**config.mk**
```make
export PLATFORM = sky130hd
export DESIGN_NAME = cache_fill_arbiter
export DESIGN_NICKNAME = d
export VERILOG_FILES = /design/src/rtl/cache_fill_arbiter.sv
export SDC_FILE = /design/constraint.sdc
export NUM_CORES = 1
export LEC_CHECK = 0
export ABC_CLOCK_PERIOD_IN_PS = 1600
export CAP_MARGIN = 20
export CORE_ASPECT_RATIO = 0.6
export CORE_MARGIN = 3
export CORE_UTILIZATION = 30
export CTS_CLUSTER_SIZE = 10
export DETAILED_ROUTE_END_ITERATION = 10
export MAX_ROUTING_LAYER = met4
export PLACE_DENSITY = 0.77
export REMOVE_ABC_BUFFERS = 1
export SKIP_LAST_GASP = 1
export SLEW_MARGIN = 25
export SYNTH_ARGS = -nofsm -noshare
export SYNTH_HDL_FRONTEND = slang
export SYNTH_SLANG_ARGS = --single-unit
```
**constraint.sdc**
```tcl
create_clock -name clk -period 1.6 [get_ports clk]
set_input_delay 0.32 -clock clk [delete_from_list [all_inputs] [get_ports clk]]
set_output_delay 0.32 -clock clk [all_outputs]
set_load 0.01 [all_outputs]
```
**src/rtl/cache_fill_arbiter.sv**
```systemverilog
// Shared memory-port arbiter: store write-through and 8-word I/D cache block refills.
// Optional macro PERF_CNT_EN adds saturating per-cache fill-completion counters.
module cache_fill_arbiter #(
  parameter int unsigned WORDS_PER_BLOCK = 8,
  parameter int unsigned MEM_LATENCY     = 4,
  parameter int unsigned ADDR_W          = 16,
  localparam int unsigned IdxW           = $clog2(WORDS_PER_BLOCK)
) (
  input  logic              clk,
  input  logic              rst_n,
  input  logic              i_miss,
  input  logic [ADDR_W-1:0] i_miss_addr,
  input  logic              d_miss,
  input  logic [ADDR_W-1:0] d_miss_addr,
  input  logic              d_wr_req,
  input  logic [ADDR_W-1:0] d_wr_addr,
  input  logic [15:0]       d_wr_data,
  output logic              mem_en,
  output logic              mem_wr,
  output logic [ADDR_W-1:0] mem_addr,
  output logic [15:0]       mem_wdata,
  input  logic              mem_data_valid,
  output logic              fill_word_we,
  output logic [IdxW-1:0]   fill_word_idx,
  output logic              fill_tag_we,
  output logic              fill_dst,
  output logic              i_fill_done,
  output logic              d_fill_done,
  output logic              d_wr_ack,
  output logic              busy
`ifdef PERF_CNT_EN
  ,
  output logic [15:0]       i_fill_cnt,
  output logic [15:0]       d_fill_cnt
`endif
);

  localparam int unsigned BaseW = ADDR_W - IdxW - 1;
  localparam logic [IdxW-1:0] LastIdx = IdxW'(WORDS_PER_BLOCK - 1);

  if (MEM_LATENCY < 1) begin : g_lat_chk
    $error("MEM_LATENCY must be at least 1");
  end
  if ((1 << IdxW) != WORDS_PER_BLOCK) begin : g_wpb_chk
    $error("WORDS_PER_BLOCK must be a power of 2");
  end

  typedef enum logic [2:0] {StIdle, StWrite, StIssue, StDrain, StDone} state_e;

  state_e            state_q, state_d;
  logic [IdxW-1:0]   issue_cnt_q, issue_cnt_d;
  logic [IdxW-1:0]   ret_cnt_q, ret_cnt_d;
  logic [BaseW-1:0]  base_q, base_d;
  logic              dst_q, dst_d;
  logic              ret_fire;

  // Word-offset bits of the miss addresses are irrelevant: fills are block aligned.
  logic unused_addr_bits;
  assign unused_addr_bits = ^{i_miss_addr[IdxW:0], d_miss_addr[IdxW:0]};

  always_ff @(posedge clk or negedge rst_n) begin
    if (!rst_n) begin
      state_q     <= StIdle;
      issue_cnt_q <= '0;
      ret_cnt_q   <= '0;
      base_q      <= '0;
      dst_q       <= 1'b0;
    end else begin
      state_q     <= state_d;
      issue_cnt_q <= issue_cnt_d;
      ret_cnt_q   <= ret_cnt_d;
      base_q      <= base_d;
      dst_q       <= dst_d;
    end
  end

  always_comb begin
    state_d       = state_q;
    issue_cnt_d   = issue_cnt_q;
    ret_cnt_d     = ret_cnt_q;
    base_d        = base_q;
    dst_d         = dst_q;
    mem_en        = 1'b0;
    mem_wr        = 1'b0;
    mem_addr      = '0;
    mem_wdata     = '0;
    fill_word_we  = 1'b0;
    fill_word_idx = '0;
    fill_tag_we   = 1'b0;
    i_fill_done   = 1'b0;
    d_fill_done   = 1'b0;
    d_wr_ack      = 1'b0;
    // Returns are only meaningful while a fill is outstanding; stale ones are dropped.
    ret_fire      = mem_data_valid && (state_q == StIssue || state_q == StDrain);

    unique case (state_q)
      StIdle: begin
        issue_cnt_d = '0;
        ret_cnt_d   = '0;
        if (d_wr_req) begin
          state_d = StWrite;
        end else if (d_miss) begin
          base_d  = d_miss_addr[ADDR_W-1:IdxW+1];
          dst_d   = 1'b1;
          state_d = StIssue;
        end else if (i_miss) begin
          base_d  = i_miss_addr[ADDR_W-1:IdxW+1];
          dst_d   = 1'b0;
          state_d = StIssue;
        end
      end
      StWrite: begin
        mem_en    = 1'b1;
        mem_wr    = 1'b1;
        mem_addr  = d_wr_addr;
        mem_wdata = d_wr_data;
        d_wr_ack  = 1'b1;
        state_d   = StIdle;
      end
      StIssue: begin
        mem_en      = 1'b1;
        mem_addr    = {base_q, issue_cnt_q, 1'b0};
        issue_cnt_d = issue_cnt_q + 1'b1;
        if (issue_cnt_q == LastIdx) state_d = StDrain;
      end
      StDrain: ;
      StDone: begin
        fill_tag_we = 1'b1;
        i_fill_done = !dst_q;
        d_fill_done = dst_q;
        state_d     = StIdle;
      end
      default: state_d = StIdle;
    endcase

    if (ret_fire) begin
      fill_word_we  = 1'b1;
      fill_word_idx = ret_cnt_q;
      ret_cnt_d     = ret_cnt_q + 1'b1;
      if (ret_cnt_q == LastIdx) state_d = StDone;
    end
  end

  assign busy     = (state_q != StIdle);
  assign fill_dst = dst_q && (state_q == StIssue || state_q == StDrain || state_q == StDone);

`ifdef PERF_CNT_EN
  logic [15:0] i_cnt_q, d_cnt_q;

  always_ff @(posedge clk or negedge rst_n) begin
    if (!rst_n) begin
      i_cnt_q <= '0;
      d_cnt_q <= '0;
    end else begin
      if (i_fill_done && i_cnt_q != 16'hFFFF) i_cnt_q <= i_cnt_q + 16'd1;
      if (d_fill_done && d_cnt_q != 16'hFFFF) d_cnt_q <= d_cnt_q + 16'd1;
    end
  end

  assign i_fill_cnt = i_cnt_q;
  assign d_fill_cnt = d_cnt_q;
`endif

endmodule

```
# ---- Word-level counts from Yosys, hierarchy flattened
# Cells that the tools add are included.
dict set report op_classes {
  bitwise 1
  muxes 23
  reduce_logical 12
  addsub 2
  n_eq_ne 6
}
# operator n
set op_table {}
lappend op_table {{one-hot mux 16 bit (2 select lines)} 1}
lappend op_table {{2-to-1 mux 3 bit} 9}
lappend op_table {{2-to-1 mux 12 bit} 2}
lappend op_table {{2-to-1 mux 16 bit} 1}
lappend op_table {{== test 3 bit, second input constant} 3}
lappend op_table {{one-hot mux 3 bit (3 select lines)} 1}
lappend op_table {{2-to-1 mux 1 bit} 8}
lappend op_table {{adder 3 x 1 -> 3 bit, second input constant} 2}
lappend op_table {{== test 3 x 2 -> 1 bit, second input constant} 2}
lappend op_table {{one-hot mux 3 bit (2 select lines)} 1}
lappend op_table {{nonzero test 2 bit} 3}
lappend op_table {{== test 3 x 1 -> 1 bit, second input constant} 1}
lappend op_table {{logical NOT 3 bit} 1}
lappend op_table {{AND reduction 3 bit} 1}
lappend op_table {{nonzero test 3 bit} 1}
lappend op_table {{logical AND 1 bit} 2}
lappend op_table {{logical OR 1 bit} 2}
lappend op_table {{OR reduction 2 bit} 1}
lappend op_table {{logical NOT 1 bit} 1}
lappend op_table {{NOT 1 bit} 1}
dict set report totals {
  wordCells 49
  in_bits 70
  out_inout_bits 44
  regBits 22
}

# ---- Longest topological paths before layout
dict set report logic_depth {
  word_depth 6
  ltp_mapped 6
  depth_no_buf 5
}

# ---- Least setup slack after synthesis
# Ideal clock, no wire load.
dict set report synth_path {
  kind {flip-flop to output port}
  from {reg state_q[2]}
  to {out mem_addr[13]}
  stages_incl_launch_ff 5
  path_slack_ps -30
  t_required_ps 1280
  t_arrival_ps 1310
  n_path_buf 2
  cell_sequence {dfrtp_1 buf_2 nor3b_2 clkbuf_1 a22o_1}
}
dict set report synth_between {
  elab_chain_cells 2
  elab_cells_between_ends 3
  classes_between {2 x eq/ne; 1 x mux}
}
# item line_no
set synth_lines {}
lappend synth_lines {{start, declared} 50} ;# state_e state_q, state_d;
lappend synth_lines {{start signal, assigned} 63} ;# state_q <= StIdle;
lappend synth_lines {{start signal, assigned} 69} ;# state_q <= state_d;
lappend synth_lines {{== test 3 x 2 -> 1 bit / == test 3 x 1 -> 1 bit (equally long branches)} 96} ;# unique case (state_q)
lappend synth_lines {{one-hot mux 16 bit (2 select lines) (*)} 96}
lappend synth_lines {{end, declared} 20} ;# output logic [ADDR_W-1:0] mem_addr,
# Mark *: on every way between the ends. The rest lies on a longest branch, timed or not.

# ---- Final worst setup path
dict set report layout_path {
  from {reg state_q[0]}
  to {out mem_addr[15]}
}
# Same word-level chain as after synthesis.

==> results.txt <==
----------------------------------------------------
[Final layout]
  Share of layout cells above drive strength 1 ... 51.1%
  Number of diodes added for antenna fixing ... 0
  Combined area of the multi-input logic cells ... 925 um^2
  Area of all sequential standard cells ... 553 um^2
  Post-layout nets ... 352
  Final std cell area, no fill ... 2990 um^2
  Filler cells ... 339
  Area added between synthesis and finish ... 107%
  Most used cells in the layout excluding fill and tap cells ... clkdlybuf4s50_1 (61), buf_2 (29), buf_6 (26), buf_4 (26), dfrtp_1 (20)
  Most frequent standard cell in the layout excluding fill and tap cells ... clkdlybuf4s50_1

[Critical path]
  Worst reg2reg setup slack ... -0.19 ns
  Arrival time of the worst setup path ... 1.52 ns
  Critical path fanouts, max ... 6
  Worst Reg2Reg Path Length in Cells ... 8
  Worst endpoint required time ... 1.28 ns
  Crit path kind ... flip-flop to output port
  Reg-to-reg critical path endpoint ... base_q[7]$_DFFE_PN0P_
  Worst Setup End Kind ... output port
  Launching element type of the critical path ... flip-flop
  Critical R2R Launch ... state_q[1]$_DFF_PN0_

[Power and ir drop]
  Leakage ... 1.43 nW
  Power density over the cells ... 1380 nW/um^2
  Worst vdd ir ... 0.676 mV

[Placed design]
  Placed cell area ... 2690 um^2
  # port buffers ... 105
  GPL Wtd Cong ... 0.767
  Worst setup timing slack at the placement stage ... -0.429 ns
  DP HPWL ... 3.45 mm

[Yosys]
  Synth Instances ... 136
  Synth warn ... 0
  Cell types with the largest area share after synthesis ... dfrtp_1 (38%), mux2_2 (19%), a22o_1 (11%), and2_1 (8.7%), ha_1 (3.5%)
  Sequential element share of the synthesized area ... 38.2%
  Avg Inst Size Synth ... 10.6 um^2
  Library cell occupying the most area in the post-synthesis netlist ... dfrtp_1
  Count of cell types in the netlist ... 27
  #FFs+latches synth ... 22
  Area of the mapped netlist ... 1440 um^2
  Proportion of netlist area held by the largest area contributor ... 38.2%

[Clocking]
  Clock-pin slew of the registers on the worst-case setup and hold paths ... 0.08 ns
  Clock tree from TritonCTS ... built
  Number of hold buffers added after CTS ... 0
  CTS Buffer Depth ... 2
  Number of buffers inserted during clock tree synthesis ... 3
  Deepest level of the CTS H-tree ... 1
  CTS sink count ... 22
  Clock Tree Root ... clkbuf_8
  Clock latency reported for the late side of the worst-skew pair ... 0.26 ns

[Run]
  Number of max-capacitance violations reported ... 0

[Global routing]
  Overall fraction of global-route tracks in use ... 17.2%
  Largest net degree at the start of global routing ... 23
  Number of global-route vias before repair ... 1471
  Remaining Overflow, GRT ... 0
  Antenna violations before repair ... 0
  First-pass GRT wire length ... 7.23 mm

[Timing]
  Slew at the pin with the worst max-slew slack ... 0.286 ns
  Setup-failing EPs final ... 58
  Max transition margin ... 80.9%
  Post-layout minimum cycle time ... 1.84 ns
  RSZ-0062 raised after global routing ... yes
  Total count of hold-check failures in the final report ... 0
  Highest achievable clock rate ... 542 MHz
  Worst clock skew ... 0.00391 ns
  Final period util ... 115%
  Hold_ws ... 0.400 ns
  Final WS setup ... -0.243 ns
  Final Max Tran Viols ... 0

[Run status]
  Violated checks ... negative setup slack
  Result of the run ... finished with violations

[Drt]
  Remaining antenna violation count ... 0
  Via count of the routed design ... 1571
  Number of detailed-routing iterations run before antenna repair ... 4
  Wire length per cell after detailed routing ... 15.3 um
  Average vias per placed instance ... 4.68
  Number of remaining DRC errors ... 0
  Initial DRC Count ... 45
  Post-detailed-routing wire length ... 5.14 mm

[Floorplan]
  Die ar. ... 5700 um^2
  Width of the die ... 95.4 um
  Count of pins on the block boundary ... 114
  Placeable core region ... 4350 um^2
  Initial standard-cell utilization of the core ... 33.1%
  Number of cell rows ... 18
  Y dimension of the die ... 59.7 um

[Min path]
  HP Class ... input pin to async pin

----------------------------------------------------
-- critical path, stage by stage (launching register included) --
cell	delay [ns]
dfrtp_1	0.42
buf_6	0.14
nor2_4	0.09
and2_4	0.22
buf_6	0.14
a22o_1	0.13
buf_2	0.12
-- per-layer routing --
metal	GRT usage [%]	part of all wire, %	vias to the layer above
li1	-	-	764
met1	22.8	44	731
met3	4.91	8.4	8
met4	2.43	0.97	0
met2	27.2	47	68
met5	-	0	-
-- how the worst max path moves through the flow --
stage	start	cells after the start	to
2_1_floorplan	state_q[2]$_DFF_PN0_	2	mem_addr[10]
3_3_place_gp	mem_data_valid	4	fill_word_idx[0]
3_5_place_dp	mem_data_valid	4	fill_word_idx[0]
4_1_cts	state_q[0]$_DFF_PN0_	6	mem_addr[15]
5_1_grt	state_q[2]$_DFF_PN0_	5	mem_addr[7]
6_report	state_q[0]$_DFF_PN0_	6	mem_addr[15]
-- synthesized netlist by cell type (all sizes together) --
master  instances
nor3            2
o211ai          1
nor3b           1
dfrtp          22
mux2           25
ha              4
a21oi           2
nand2           7
nor2            6
nand2b          1
and2           21
buf            10
o21ai           4
a22o           18
inv             2
a21boi          1
and3b           1
or2             2
nand3           2
and3            1
nor4            1
clkbuf          2
-- state kept, by name, summed over array words and instances (netlist names) --
register and cells:
state_q 3, issue_cnt_q 3, base_q 12, dst_q 1, ret_cnt_q 3
-- cells by family after synthesis --
group | count (synthesis) | synth area share [%]
buf+inv | 14 | 5.56
flops | 22 | 38.2
fa+ha+maj | 4 | 3.48
compound gates | 26 | 14.1
mux | 25 | 19.5
simple gates | 45 | 19.1
-- cell type report --
| cell class | instances | share of cell area, % |
|---|---|---|
| clock buffer | 3 | 1.38 |
| inverter | 2 | 0.251 |
| timing repair buffer | 149 | 46.4 |
| multi-input combinational | 100 | 31.0 |
| sequential | 22 | 18.5 |
| tap | 60 | 2.51 |
-- power by group --
part / internal (mW) / switching, mW / leakage [nW]
sequential: 0.816 / 0.194 / 0.266
combinational: 1.72 / 1.06 / 1.14
clock: 0.168 / 0.175 / 0.0216
total: 2.70 / 1.43 / 1.43
-- metrics by stage --
step           power, mW  cells  TNS (ns)  utilization, %
6_report            4.13    336    -10.76            68.7
5_1_grt             4.41    336    -14.88            68.7
4_1_cts             3.93    327     -9.41            65.1
3_5_place_dp        3.31    311    -16.29            61.9
3_3_place_gp        3.27    311    -14.82            61.9
2_1_floorplan       2.01    124    -21.68               -
-- timing repair --
| item | in CTS | in global routing |
|---|---|---|
| gates cloned | 3 | 1 |
| gates resized for setup | 217 | 26 |
| pin swaps | 25 | 4 |
| setup endpoints to repair | 56 | 58 |
| buffers inserted | 10 | 9 |
No activity file was read; power rests on OpenSTA's default activity.
